[src/rtl/seq_mult_param.sv]
// -----------------------------------------------------------------------------
// seq_mult_param
//
// Parametrised radix-2 shift-add sequential multiplier. Replaces the fixed
// 16x16 unsigned multiplier. It adds a generic operand width, a signed or
// unsigned mode chosen for each operation, an asynchronous reset, an explicit
// FSM with busy/ready flags, and optional early termination.
//
// Operation: the multiplier works on operand magnitudes. |a| is zero-extended
// to 2*WIDTH bits and shifted left once per cycle. |b| is shifted right once
// per cycle, and its LSB decides whether the shifted |a| is added into the
// partial sum. A final FIX cycle applies the product sign by two's-complement
// negation. The negation uses the same adder: ~partial_sum + 0 with carry-in 1.
//
// The accumulator is a ripple chain of full-adder cells, 2*WIDTH bits wide. At
// WIDTH=16 it is the 32-bit chain that the FA32 library block provides.
//
// Build option:
//   SEQ_MULT_EARLY_TERM_EN  When defined, BUSY also exits to FIX after any add
//                           that leaves no set bits in the shifted multiplier.
//                           Latency is then msb_index(|b|)+2 cycles (2 when
//                           |b|=0), and never more than WIDTH+1. Result values
//                           do not change. When undefined, every operation
//                           takes WIDTH+1 cycles.
//
// Parameters:
//   WIDTH        operand width in bits (>= 2); the product is 2*WIDTH bits
//
// Ports:
//   clk          rising-edge clock
//   reset        asynchronous, active-high reset; overrides start
//   start        synchronous start/restart, sampled on clk posedge
//   signed_mode  1 = operands are two's complement, 0 = unsigned (taken with start)
//   a            multiplicand (taken with start)
//   b            multiplier (taken with start)
//   busy         high while an operation is in progress
//   ready        high when result holds a finished product
//   result       2*WIDTH-bit product, held until the next start or reset
// -----------------------------------------------------------------------------
module seq_mult_param #(
  parameter int WIDTH = 16
) (
  input  logic                 clk,
  input  logic                 reset,
  input  logic                 start,
  input  logic                 signed_mode,
  input  logic [WIDTH-1:0]     a,
  input  logic [WIDTH-1:0]     b,
  output logic                 busy,
  output logic                 ready,
  output logic [2*WIDTH-1:0]   result
);

  localparam int PW = 2 * WIDTH;          // product width
  localparam int CW = $clog2(WIDTH);      // counter width; counts 0..WIDTH-1

  typedef enum logic [1:0] {
    S_IDLE,
    S_BUSY,
    S_FIX,
    S_DONE
  } state_t;

  state_t          state;
  logic [PW-1:0]   reg_a;        // shifted multiplicand magnitude
  logic [WIDTH-1:0] reg_b;       // shifted multiplier magnitude
  logic [PW-1:0]   partial_sum;
  logic [CW-1:0]   count;        // index of the add performed on this edge
  logic            neg;          // product must be negated in FIX

  // ---------------------------------------------------------------------------
  // Magnitude of an operand. In signed mode the most negative value
  // -2^(WIDTH-1) negates to its own bit pattern. Read as unsigned, that pattern
  // is the correct magnitude 2^(WIDTH-1), so no extra bit is needed.
  // ---------------------------------------------------------------------------
  function automatic logic [WIDTH-1:0] magnitude(input logic [WIDTH-1:0] x,
                                                 input logic             sm);
    magnitude = (sm && x[WIDTH-1]) ? (~x + WIDTH'(1)) : x;
  endfunction

  // ---------------------------------------------------------------------------
  // Shared ripple-carry adder. BUSY accumulates the gated multiplicand. FIX
  // forms -partial_sum as ~partial_sum + 0 + carry-in. The carry out of the
  // top bit is dropped because the arithmetic is modulo 2^(2*WIDTH).
  // ---------------------------------------------------------------------------
  logic [PW-1:0] add_x;
  logic [PW-1:0] add_y;
  logic          add_cin;
  logic [PW-1:0] add_s;
  logic [PW-1:0] carry;

  // NOTE: every signal written in this block gets a default before any branch.
  // Without the defaults, a path that skips an assignment would infer a latch.
  always_comb begin
    add_x   = partial_sum;
    add_y   = '0;
    add_cin = 1'b0;
    if (state == S_FIX) begin
      add_x   = ~partial_sum;
      add_cin = 1'b1;
    end else if (reg_b[0]) begin
      add_y = reg_a;
    end
  end

  assign carry[0] = add_cin;

  for (genvar i = 0; i < PW; i++) begin : g_fa
    // Full-adder cell i of the ripple chain.
    assign add_s[i] = add_x[i] ^ add_y[i] ^ carry[i];
    if (i < PW - 1) begin : g_carry
      assign carry[i+1] = (add_x[i] & add_y[i]) | (carry[i] & (add_x[i] ^ add_y[i]));
    end
  end

  // ---------------------------------------------------------------------------
  // Exit condition for BUSY, evaluated for the add that happens on this edge.
  // ---------------------------------------------------------------------------
  logic last_add;

`ifdef SEQ_MULT_EARLY_TERM_EN
  // Leave BUSY once the bits that remain above reg_b[0] are all zero. Later
  // adds would only add zero, so skipping them leaves the product unchanged.
  assign last_add = (count == CW'(WIDTH - 1)) || (reg_b[WIDTH-1:1] == '0);
`else
  assign last_add = (count == CW'(WIDTH - 1));
`endif

  // ---------------------------------------------------------------------------
  // Control FSM and datapath registers. All outputs are registered. start is
  // accepted in every state: a start during BUSY or FIX discards the
  // operation in flight.
  // ---------------------------------------------------------------------------
  // NOTE: state is updated with non-blocking assignments only. Every register
  // then sees the pre-edge values of the others, so the result does not depend
  // on statement order.
  always_ff @(posedge clk or posedge reset) begin
    if (reset) begin
      // NOTE: every register is cleared, including the datapath. After reset,
      // result reads 0 and no stale operands can leak into the next run.
      state       <= S_IDLE;
      busy        <= 1'b0;
      ready       <= 1'b0;
      result      <= '0;
      reg_a       <= '0;
      reg_b       <= '0;
      partial_sum <= '0;
      count       <= '0;
      neg         <= 1'b0;
    end else if (start) begin
      reg_a       <= {{WIDTH{1'b0}}, magnitude(a, signed_mode)};
      reg_b       <= magnitude(b, signed_mode);
      neg         <= signed_mode & (a[WIDTH-1] ^ b[WIDTH-1]);
      partial_sum <= '0;
      count       <= '0;
      ready       <= 1'b0;
      busy        <= 1'b1;
      state       <= S_BUSY;
    end else begin
      case (state)
        S_BUSY: begin
          partial_sum <= add_s;
          reg_a       <= reg_a << 1;
          reg_b       <= reg_b >> 1;
          count       <= count + CW'(1);
          if (last_add) begin
            state <= S_FIX;
          end
        end

        S_FIX: begin
          // add_s carries -partial_sum in this state.
          result <= neg ? add_s : partial_sum;
          ready  <= 1'b1;
          busy   <= 1'b0;
          state  <= S_DONE;
        end

        default: begin
          // IDLE and DONE keep result, ready and busy unchanged.
        end
      endcase
    end
  end

endmodule
[config.mk]
export PLATFORM = sky130hd
export DESIGN_NAME = seq_mult_param
export DESIGN_NICKNAME = d
export VERILOG_FILES = /design/src/rtl/seq_mult_param.sv
export SDC_FILE = /design/constraint.sdc
export NUM_CORES = 1
export LEC_CHECK = 0
export ABC_AREA = 1
export CORE_MARGIN = 1.5
export CORE_UTILIZATION = 45
export CTS_CLUSTER_SIZE = 28
export DETAILED_ROUTE_END_ITERATION = 8
export PLACE_DENSITY = 0.66
export SYNTH_ARGS = -nofsm -noshare
export SYNTH_HDL_FRONTEND = slang
export SYNTH_SLANG_ARGS = --single-unit
[constraint.sdc]
create_clock -name clk -period 32.5 [get_ports clk]
set_input_delay 3.25 -clock clk [delete_from_list [all_inputs] [get_ports clk]]
set_output_delay 3.25 -clock clk [all_outputs]
set_load 0.005 [all_outputs]
==> results.json <==
{
  "fin_area_sq_mm": 0.00868,
  "netlist_area_sq_mm": 0.00728,
  "clock_root_buffer": "clkbuf_16",
  "chipHeight_um": 130,
  "drt_wl_total_mm": 15.0,
  "tritoncts.num_buffers": 17,
  "power.switching_mw": 0.109,
  "clock_tree.buffer_depth": 2,
  "gp_congestion": 0.863,
  "floorplan.die.width_um": 130,
  "htreeDepth": 4,
  "design.die.area_sq_mm": 0.0170,
  "ys_warn_count": 0,
  "ys_seq_elements": 121,
  "clock_skew_ns": 0.0119,
  "drtPass1Iterations": 5,
  "critPathCaptureType": "flop",
  "pwr_per_cell_area_mw_per_mm2": 50.9,
  "antenna_cells": 0,
  "row_count": 46,
  "timing.final.ws_setup_ns": 18.18,
  "layout-drive-gt1-share": 0.0984,
  "cell_internal_pwr_mw": 0.333,
  "fin_nets": 971,
  "antenna_found_initial": 0,
  "pin_count_of_the_biggest_net_entering_global_routing": 68,
  "grt_setup_unrepaired": "no",
  "synth.net_count": 921,
  "clk_pin_slew_ns": 0.06,
  "dr.first_iter.drc_count": 293,
  "postCtsResizedCells": 0,
  "worst_ep_required_time_ns": 32.82,
  "coreArea_sq_mm": 0.0158,
  "final_antenna_net_count": 0,
  "timing_max_transition_violations_final": 0,
  "synth.distinct_cells": 38,
  "grt_first_pass_wirelength_mm": 25.6,
  "fin_crit_ns": 14.32,
  "hold-path-cell-count": 2,
  "postCtsSetupRepairBufs": 0,
  "drt-wirelength-per-cell_um": 13.3,
  "hold_class": "reg2reg",
  "worst_ep_arrival_time_ns": 14.64,
  "drv.max_cap_violation_count": 0,
  "swShare": 0.246,
  "synth.avg_cell_area_sq_um": 8.55,
  "ys_seq_area_frac": 0.416,
  "combinationalPowerShare": 0.146,
  "setup.worst_path.class": "reg2reg",
  "pre_cts_ws_ns": 18.28,
  "achievable-frequency_mhz": 69.8,
  "place_hpwl_mm": 10.1,
  "timing.reg2reg.worst_path_depth": 40,
  "post-route-period-util": 0.441,
  "growth_of_design_area_from_synthesis_to_finish_pct": 19.2,
  "relSlewSlack": 0.317,
  "total_of_endpoints_with_negative_setup_slack_in_the_final_report": 0,
  "hold_viol_final": 0,
  "grt_pass1_vias": 5258,
  "worst-slew-pin-transition_ns": 1.02,
  "initial_core_util": 0.460,
  "overflow": 0,
  "start_kind": "flop",
  "run_status": "finished clean",
  "clock_power_share": 0.477,
  "leakagePower_nw": 3.92,
  "route.detailed.vias_per_inst": 4.94,
  "area_post_placement_sq_mm": 0.00802,
  "detail_route.drc_violations": 0,
  "totalPowerFinal_mw": 0.442,
  "clock_latency_ns": 0.42,
  "globalRouteTotalUtil": 0.193,
  "io_buffers": 69,
  "ioPinCount": 70,
  "critical_path.max_fanout": 37,
  "cell_count_after_synthesis": 852,
  "tritoncts_num_sinks": 121,
  "power.sequential.fraction": 0.377,
  "critical-path-max-stage-delay_ns": 0.73,
  "cts.hold.buffers_added": 0,
  "tritoncts": "built",
  "ir_worst_vdd_v": 0.0000344,
  "setup_tns_ns": 0,
  "cpMaxStageDelayCell": "nand2_1",
  "vias": 5589,
  "cp_dominant_cell_by_count": "fa_1"
}
-- placed cells by master, fill, tap and decap left out, types with 10 or more instances in the layout --
master,synthesis,routed
a21oi_1,20,20
clkbuf_16,0,17
clkdlybuf4s50_1,0,69
dfrtp_1,121,121
fa_1,30,30
inv_1,132,131
nand2_1,163,163
nand3_1,44,44
nor2_1,67,67
o21ai_0,86,86
o21ai_1,12,12
o22ai_1,10,10
o22ai_2,40,40
xor2_1,31,31
-- metal layers --
metal / track usage / vias to the layer above / part of all wire
met5: 0 / - / 0
met4: 0.0634 / 0 / 0.013
met3: 0.0406 / 16 / 0.045
met2: 0.287 / 137 / 0.43
met1: 0.280 / 2592 / 0.51
li1: - / 2844 / -
-- cell type report --
cell class | instances | area, sq um
flip-flops and latches | 121 | 3030
clock buffers | 25 | 505
inverters | 141 | 532
fillers | 1469 | 7150
well taps | 216 | 270
clock inverters | 7 | 160
multi-input cells | 548 | 3470
repair buffers | 73 | 721
-- per-stage QoR --
step | hold WS, ns | cells | utilization
6_report | 0.478 | 1131 | 0.549
5_1_grt | 0.497 | 1131 | 0.549
4_1_cts | 0.482 | 1131 | 0.549
3_5_place_dp | 0.469 | 1099 | 0.506
3_3_place_gp | 0.464 | 1099 | 0.506
2_1_floorplan | 0.449 | 852 | -
-- Yosys cell counts --
| cell type | instances | area [sq um] |
|---|---|---|
| ha_1 | 3 | 37.5 |
| nor2_2 | 1 | 6.26 |
| a21oi_1 | 20 | 100 |
| o21ai_1 | 12 | 60.1 |
| inv_2 | 8 | 30.0 |
| buf_1 | 1 | 3.75 |
| o31ai_1 | 2 | 15.0 |
| buf_4 | 9 | 67.6 |
| o22ai_1 | 10 | 62.6 |
| o211ai_1 | 8 | 60.1 |
| buf_2 | 16 | 80.1 |
| clkbuf_2 | 1 | 5.00 |
| nand2_4 | 2 | 22.5 |
| xor2_1 | 31 | 272 |
| dfrtp_1 | 121 | 3030 |
| o22ai_2 | 40 | 500 |
| clkinv_1 | 1 | 3.75 |
| a22oi_1 | 7 | 52.6 |
| nand2_2 | 3 | 18.8 |
| inv_1 | 132 | 495 |
| nand3_1 | 44 | 220 |
| nor2_4 | 1 | 11.3 |
| o221ai_1 | 4 | 35.0 |
| nand2_1 | 163 | 612 |
| o21ai_2 | 1 | 8.76 |
| clkbuf_1 | 9 | 33.8 |
| nor2_1 | 67 | 251 |
| o21ai_0 | 86 | 430 |
| o21a_1 | 1 | 7.51 |
| o21bai_1 | 2 | 15.0 |
| nand4_1 | 4 | 25.0 |
| nand3b_1 | 1 | 7.51 |
| nor3_1 | 2 | 10.0 |
| buf_6 | 6 | 67.6 |
| fa_1 | 30 | 601 |
| xnor2_1 | 1 | 8.76 |
| a31oi_1 | 1 | 6.26 |
| a22o_1 | 1 | 8.76 |
-- logic make-up after synthesis --
logic type	count (synthesis)	share of synthesized area
buffers and inverters	183	0.108
AO/OA/AOI/OAI	195	0.187
AND/OR/NAND/NOR	288	0.163
flip-flops	121	0.416
XOR/XNOR	32	0.0385
adder cells (fa/ha/maj)	33	0.0876
-- state kept, by name, summed over array words and instances, names as in the netlist --
signal and flops:
count 4, partial_sum 32, busy 1, reg_b 16
ready 1, result 32, reg_a 32, state 2
neg 1
-- power groups by stage --
stage | combinational [mW] | sequential, mW | clock [mW]
6_report | 0.0645 | 0.166 | 0.211
4_1_cts | 0.0652 | 0.166 | 0.214
2_1_floorplan | 0.0459 | 0.168 | 0
5_1_grt | 0.0741 | 0.168 | 0.221
3_3_place_gp | 0.0641 | 0.169 | 0
3_5_place_dp | 0.0646 | 0.169 | 0
-- final timing paths --
check | start | endpoint | slack [ns]
worst max register to register | state[0]$_DFFE_PP0P_ | result[30]$_DFFE_PP0P_ | 18.18
max in group asynchronous | reset | busy$_DFFE_PP0P_ | 27.91
worst min register to register | busy$_DFFE_PP0P_ | busy$_DFFE_PP0P_ | 0.48
worst max-delay path | state[0]$_DFFE_PP0P_ | result[30]$_DFFE_PP0P_ | 18.18
min in group asynchronous | reset | partial_sum[7]$_DFFE_PP0P_ | 3.31
worst min-delay path | busy$_DFFE_PP0P_ | busy$_DFFE_PP0P_ | 0.48
-- worst max-delay path, delay by kind of cell, from the launching register on --
kind                     cells  cell delay (ns)
AND/OR/NAND/NOR              4             1.24
AO/OA/AOI/OAI                3             0.36
adder cells (fa/ha/maj)     30            11.92
buffers and inverters        3             0.28
flip-flops                   1             0.38
Power figures use the tool's default switching activity.
